$ cat config.mk
export PLATFORM = sky130hd
export DESIGN_NAME = ram_dp_peri
export DESIGN_NICKNAME = d
export VERILOG_FILES = /design/src/rtl/ram_peri_pkg.sv /design/src/rtl/ram_dp_core.sv /design/src/rtl/ram_dp_peri.sv
export SDC_FILE = /design/constraint.sdc
export NUM_CORES = 2
export LEC_CHECK = 0
export BUFFER_PORTS_ARGS = -buffer_cell sky130_fd_sc_hd__buf_2
export CORE_ASPECT_RATIO = 0.75
export CORE_MARGIN = 3
export CORE_UTILIZATION = 60
export CTS_CLUSTER_SIZE = 10
export DETAILED_ROUTE_END_ITERATION = 10
export PLACE_DENSITY = 0.76
export SYNTH_ARGS = -nofsm -noshare
export SYNTH_HDL_FRONTEND = slang
export SYNTH_SLANG_ARGS = --single-unit
$ cat constraint.sdc
create_clock -name AClkH -period 12.2 [get_ports AClkH]
set_clock_uncertainty 0.1 [all_clocks]
set_input_delay 1.22 -clock AClkH [delete_from_list [all_inputs] [get_ports AClkH]]
set_output_delay 1.22 -clock AClkH [all_outputs]
set_load 0.01 [all_outputs]
$ cat src/rtl/ram_peri_pkg.sv
// Shared types and helpers for the parametrised dual-port peripheral RAM.
package ram_peri_pkg;

  // Clear engine states: Clr zeroes the array, Idle serves accesses.
  typedef enum logic {
    ST_CLR  = 1'b0,
    ST_IDLE = 1'b1
  } state_t;

  // Number of byte lanes in a data word.
  function automatic int lane_cnt(input int data_len);
    return data_len / 8;
  endfunction

  // Data width must be a non-zero whole number of bytes.
  function automatic bit data_len_ok(input int data_len);
    return (data_len > 0) && ((data_len % 8) == 0);
  endfunction

endpackage

$ cat src/rtl/ram_dp_core.sv
// Simple dual-port storage array: byte-lane write port, registered read port.
// The array itself has no reset so it maps onto block RAM; only the read
// data register is reset so the output starts at zero.
module ram_dp_core
  import ram_peri_pkg::*;
#(
  parameter int CAddrLen = 8,
  parameter int CDataLen = 8
) (
  input  logic                  clk,
  input  logic                  rst_n,
  input  logic [CDataLen/8-1:0] wr_lane,
  input  logic [CAddrLen-1:0]   wr_addr,
  input  logic [CDataLen-1:0]   wr_data,
  input  logic                  rd_en,
  input  logic [CAddrLen-1:0]   rd_addr,
  output logic [CDataLen-1:0]   rd_data
);

  localparam int CLanes = lane_cnt(CDataLen);
  localparam int CDepth = 1 << CAddrLen;

  logic [CDataLen-1:0] mem [CDepth];

  // Per-lane write; lanes with a clear enable keep their contents.
  always_ff @(posedge clk) begin
    for (int i = 0; i < CLanes; i++) begin
      if (wr_lane[i]) begin
        mem[wr_addr][8*i +: 8] <= wr_data[8*i +: 8];
      end
    end
  end

  // Synchronous read-first port; holds the last word when not reading.
  always_ff @(posedge clk or negedge rst_n) begin
    if (!rst_n) begin
      rd_data <= '0;
    end else if (rd_en) begin
      rd_data <= mem[rd_addr];
    end
  end

endmodule

$ cat src/rtl/ram_dp_peri.sv
// Parametrised peripheral RAM: clear engine, byte-masked writes, collision
// forwarding and an optional output register around ram_dp_core.
// Handshake: there is no back-pressure. A write or read is accepted on an
// enabled edge whenever its strobe is high, the clear engine is idle and no
// clear is being requested; each accepted read yields exactly one ARdVld
// pulse 1 + COutReg enabled edges later, with AMiso valid in that cycle.
module ram_dp_peri
  import ram_peri_pkg::*;
#(
  parameter int CAddrLen = 8,
  parameter int CDataLen = 8,
  parameter int COutReg  = 0,
  parameter int CBypass  = 1
) (
  input  logic                  AClkH,
  input  logic                  AResetB,
  input  logic                  AClkHEn,
  input  logic                  AClrReq,
  input  logic                  AWrEn,
  input  logic [CDataLen/8-1:0] AWrMask,
  input  logic [CAddrLen-1:0]   AAddrWr,
  input  logic [CDataLen-1:0]   AMosi,
  input  logic                  ARdEn,
  input  logic [CAddrLen-1:0]   AAddrRd,
  output logic [CDataLen-1:0]   AMiso,
  output logic                  ARdVld,
  output logic                  ABusy
);

  localparam int                CLanes    = lane_cnt(CDataLen);
  localparam logic [CAddrLen-1:0] CLastAddr = '1;

  if (!data_len_ok(CDataLen)) begin : g_bad_width
    $error("ram_dp_peri: CDataLen must be a multiple of 8");
  end

  state_t              state, state_nxt;
  logic [CAddrLen-1:0] cnt, cnt_nxt;
  logic                busy, clr_wr, wr_acc, rd_acc;
  logic [CLanes-1:0]   mem_lane;
  logic [CAddrLen-1:0] mem_addr;
  logic [CDataLen-1:0] mem_data;
  logic [CDataLen-1:0] core_q, rd_word;
  logic                coll_q;
  logic [CLanes-1:0]   coll_lane_q;
  logic [CDataLen-1:0] coll_data_q;
  logic                vld1;

  assign busy   = (state == ST_CLR);
  assign clr_wr = AClkHEn && busy;
  // A clear request in Idle takes priority over any access in that cycle.
  assign wr_acc = AClkHEn && !busy && !AClrReq && AWrEn;
  assign rd_acc = AClkHEn && !busy && !AClrReq && ARdEn;
  assign ABusy  = busy;

  // Clear FSM and address counter register; reset restarts a full clear.
  always_ff @(posedge AClkH or negedge AResetB) begin
    if (!AResetB) begin
      state <= ST_CLR;
      cnt   <= '0;
    end else begin
      state <= state_nxt;
      cnt   <= cnt_nxt;
    end
  end

  // Next state: walk every address in Clr, enter Clr on request from Idle.
  always_comb begin
    state_nxt = state;
    cnt_nxt   = cnt;
    if (AClkHEn) begin
      case (state)
        ST_CLR: begin
          cnt_nxt = cnt + 1'b1;
          if (cnt == CLastAddr) state_nxt = ST_IDLE;
        end
        ST_IDLE: begin
          if (AClrReq) begin
            state_nxt = ST_CLR;
            cnt_nxt   = '0;
          end
        end
        default: state_nxt = ST_CLR;
      endcase
    end
  end

  // Write-port mux: the clear engine owns the port while busy.
  always_comb begin
    mem_lane = '0;
    mem_addr = AAddrWr;
    mem_data = AMosi;
    if (clr_wr) begin
      mem_lane = '1;
      mem_addr = cnt;
      mem_data = '0;
    end else if (wr_acc) begin
      mem_lane = AWrMask;
    end
  end

  ram_dp_core #(
    .CAddrLen(CAddrLen),
    .CDataLen(CDataLen)
  ) u_core (
    .clk     (AClkH),
    .rst_n   (AResetB),
    .wr_lane (mem_lane),
    .wr_addr (mem_addr),
    .wr_data (mem_data),
    .rd_en   (rd_acc),
    .rd_addr (AAddrRd),
    .rd_data (core_q)
  );

  // Capture collision info with each accepted read; held between reads so
  // the merged word stays stable while AMiso holds.
  always_ff @(posedge AClkH or negedge AResetB) begin
    if (!AResetB) begin
      coll_q      <= 1'b0;
      coll_lane_q <= '0;
      coll_data_q <= '0;
    end else if (rd_acc) begin
      coll_q      <= wr_acc && (AAddrWr == AAddrRd) && (CBypass != 0);
      coll_lane_q <= AWrMask;
      coll_data_q <= AMosi;
    end
  end

  // Bypass merge: the core returns old data, so patch in the written lanes.
  always_comb begin
    rd_word = core_q;
    if (coll_q) begin
      for (int i = 0; i < CLanes; i++) begin
        if (coll_lane_q[i]) rd_word[8*i +: 8] = coll_data_q[8*i +: 8];
      end
    end
  end

  // First valid stage, aligned with the core read register.
  always_ff @(posedge AClkH or negedge AResetB) begin
    if (!AResetB) begin
      vld1 <= 1'b0;
    end else if (AClkHEn) begin
      vld1 <= rd_acc;
    end
  end

  if (COutReg != 0) begin : g_out_reg
    logic [CDataLen-1:0] out_q;
    logic                vld2;

    // Extra output stage; data only moves when a valid word arrives.
    always_ff @(posedge AClkH or negedge AResetB) begin
      if (!AResetB) begin
        out_q <= '0;
        vld2  <= 1'b0;
      end else if (AClkHEn) begin
        vld2 <= vld1;
        if (vld1) out_q <= rd_word;
      end
    end

    assign AMiso  = out_q;
    assign ARdVld = vld2;
  end else begin : g_no_out_reg
    assign AMiso  = rd_word;
    assign ARdVld = vld1;
  end

endmodule

==> summary.txt <==
Status
  • Status: completed

Clock network
  • Clock latency at the later pin of the worst-skew pair: 0.84 ns
  • Post-CTS resize count: 0
  • Htree depth: 4
  • Hold_buf cts: 0
  • Clk buf depth: 3
  • Post-CTS Setup Inserts: 0
  • CTS tree: yes
  • Reg clk slew, reported paths: 0.06 ns
  • TritonCTS buffer count: 226
  • Clk sinks: 2076
  • Clk root buf: clkbuf_16

STA
  • Tmin final: 5.25 ns
  • Tightest Pin Transition: 1.38 ns
  • Fin Setup TNS: 0 ns
  • Final setup vio count: 0
  • Hold Fails Final Rpt: 0
  • Slew Limit Fails: 0
  • Relative slew slack: 0.0705
  • Fin crit share: 0.431
  • Highest clock rate: 0.190 GHz
  • RSZ-0062 raised after global routing: false

Floorplanning
  • # IOs: 41
  • Die width: 433 um
  • Die Ht: 326 um
  • Cell Rows: 116
  • Starting Density: 0.609
  • Core area: 134000 um2
  • Die ar.: 141000 um2

Synthesis
  • Sequential share of the synthesized area: 0.760
  • Syn Area/Cell: 19.6 um2
  • Ys flop type: edfxtp_1
  • Fraction of registers with async set/reset: 0.0135
  • EDFF count, synth: 2048
  • Ys Warns: 0
  • Synth Cell Area: 81900 um2
  • Main combinational cell family by area after synthesis: multiplexers
  • Multiplexer area fraction after synthesis: 0.142
  • Number of synthesized register bits: 2076
  • Synth Area in XOR/XNOR: 0.000856
  • Syn Nets: 4220
  • Post-synthesis cell count: 4188
  • Synth cell types: 71
  • Simple-gate area share of the yosys netlist: 0.0319
  • Compound-Gate Fraction of Synth Area: 0.0436
  • Post-synthesis adder-cell area fraction: 0.000153

Global route
  • First-pass GRT wire length: 303000 um
  • Met1 Use GR: 0.459
  • GRT Total Usage: 0.302
  • Initial antenna violation count: 12
  • Met2 Use GR: 0.415
  • Grt ovf: 0
  • Number of global-route vias before repair: 41819
  • Pin count of the biggest net entering global routing: 257
  • Gr busiest metal: met1
  • GR Util met3: 0.112

Place
  • Placer Congestion: 0.926
  • Hpwl dp: 126000 um
  • Cells after DPL: 5825
  • PortBufs: 40

Drt
  • WL/cell: 34.6 um
  • Vias per cell: 7.11
  • Residual DRC: 0
  • Drt pass-1 iters: 7
  • Via count: 43557
  • Antenna viol nets, final: 0
  • 1st-iter DRT viols: 7652
  • Final WL: 212000 um

Pwr
  • Sequential power share: 0.540
  • Power Density: 163 nW/um2
  • Gate power share: 0.051
  • Maximum vdd drop: 0.137 mV
  • Psw: 3140 uW
  • Pint: 11400 uW
  • Clock share of power: 0.409
  • Sw Share: 0.216
  • Leak: 0.0287 uW

Flow run
  • Maxcap violations: 0

Critical path
  • Startpoint types: input port
  • Crit Path Class: in2reg
  • R2R depth: 5
  • Crit. End Element: register
  • CP arrival: 5.82 ns
  • CP Max Fanout: 81
  • Req. time, crit path: 12.77 ns

Cells and area
  • Post-route insts no fill: 6123
  • Share of cells above drive strength 1: 0.179
  • Area grow syn2layout: 9.33%
  • Nets: 4315

Hold path
  • Worst hold path class: reg2reg
  • Hold Path Depth: 2
## cell families after synthesis
group / Yosys count
XOR/XNOR: 8
buffers and inverters: 259
multiplexers: 749
flip-flops: 2076
AO/OA/AOI/OAI: 510
AND/OR/NAND/NOR: 585
adder cells (fa/ha/maj): 1
## per-stage QoR
stage                      util  setup slack, ns  total power (uW)  area (um2)  hold WS (ns)
final                     0.666             6.95             14600       89500         0.376
after global routing      0.666             6.92             14900       89500         0.410
after global placement    0.620             6.32              8720       83400         0.353
after CTS                 0.666             7.13             14600       89500         0.380
after floorplan               -             5.99              8500       81900         0.342
after detailed placement  0.620             6.32              8740       83400         0.367
## worst max-delay path, stage by stage
cell and delay [ns]:
buf_8 0.53, buf_4 0.78, buf_4 0.81, mux4_2 0.44
mux2_2 0.29, a2111oi_1 1.04, buf_4 0.26, a21oi_1 0.05
o2111ai_1 0.17, o211ai_1 0.14
## cells in the mapped netlist (4+ instances only)
cell type  instances  area [um2]
a2111oi_0          7        61.3
a211oi_1          53         398
a21oi_1           59         295
a221o_1            9        90.1
a221oi_1          47         412
a22o_1            10        87.6
a22oi_1           25         188
a31o_2             6        52.6
a31oi_1            9        56.3
a32oi_1            4        35.0
and2_0             4        25.0
and2_1            31         194
buf_1             10        37.5
buf_12             9         180
buf_2             63         315
buf_4             26         195
buf_6             24         270
buf_8             24         360
clkbuf_1          96         360
dfrtp_1           28         701
edfxtp_1        2048       61500
inv_1              4        15.0
mux2_2            63         709
mux2i_1          362        3620
mux4_1            10         263
mux4_2           314        7070
nand2_1          129         484
nand2b_1          10        62.6
nand3_1           38         190
nand3b_1          19         143
nand4_1           10        62.6
nor2_1           281        1050
nor2b_1            5        31.3
nor3_1            20         100
nor4_1            17         106
o211ai_1          17         128
o21ai_0           64         320
o21ai_1           11        55.1
o221ai_1          49         429
o22ai_1          106         663
o31ai_1           11        82.6
or3_1              6        37.5
xor2_1             7        61.3
## area by class of cell
type,count,area [um2]
diodes,5,12.5
clock buffers,277,5890
clock inverters,16,262
fillers,8360,44900
inverters,6,25.0
multi-input cells,1853,18000
flip-flops and latches,2076,62200
well taps,1770,2210
repair buffers,120,901
## final timing paths
check,startpoint,endpoint,slack (ns)
hold reg to reg,coll_data_q[4],coll_data_q[4],0.38
setup reg to reg,state,u_core.mem[188][3],7.73
min in group asynchronous,AResetB,coll_lane_q,0.39
hold / removal,coll_data_q[4],coll_data_q[4],0.38
setup / recovery,AAddrRd[1],u_core.rd_data[1],6.95
max in group asynchronous,AResetB,u_core.rd_data[3],11.00
## registers in the layout (all words and copies together), names as in the netlist
| name | count |
|---|---|
| cnt | 8 |
| state | 1 |
| coll_lane_q | 1 |
| u_core.mem | 2048 |
| coll_q | 1 |
| coll_data_q | 8 |
| u_core.rd_data | 8 |
| ARdVld | 1 |
## metal layers
metal / share of wire / wire [um] / up-vias
met1: 0.39 / 81600 / 22414
met2: 0.43 / 91400 / 3366
met4: 0.029 / 6060 / 14
met3: 0.15 / 32300 / 425
met5: 0.0011 / 236 / -
li1: - / - / 17338
## cell usage in the layout, fill, tap and decap left out, drive strengths merged, types with 4 or more instances in the layout
master / netlist / routed
a221oi: 47 / 47
or3: 6 / 6
mux4: 324 / 324
nand3: 38 / 38
a31o: 7 / 7
clkbuf: 97 / 277
a31oi: 9 / 9
inv: 5 / 9
o31ai: 11 / 11
nor4: 17 / 17
clkinv: 1 / 12
nand2: 130 / 130
a2111oi: 9 / 9
a221o: 9 / 9
mux2: 63 / 63
nor2: 282 / 282
nand3b: 20 / 20
o22ai: 106 / 106
dfrtp: 28 / 28
nor2b: 5 / 5
buf: 156 / 120
a211oi: 53 / 53
nand4: 10 / 10
mux2i: 362 / 362
a22o: 10 / 10
o221ai: 50 / 50
a22oi: 25 / 25
a32oi: 4 / 4
o211ai: 18 / 18
a21oi: 59 / 59
a41oi: 4 / 4
nor3: 20 / 20
and2: 35 / 35
xor2: 7 / 7
nand2b: 10 / 10
edfxtp: 2048 / 2048
diode: 0 / 5
o21ai: 75 / 75
## power by group through the flow
stage	registers [uW]	clock network (uW)	logic [uW]
after floorplan	8030	0	464
after global placement	8010	0	707
after detailed placement	8020	0	719
after CTS	7870	5980	724
after global routing	7870	6260	769
final	7870	5950	742
No activity file was read; power rests on OpenSTA's default activity.
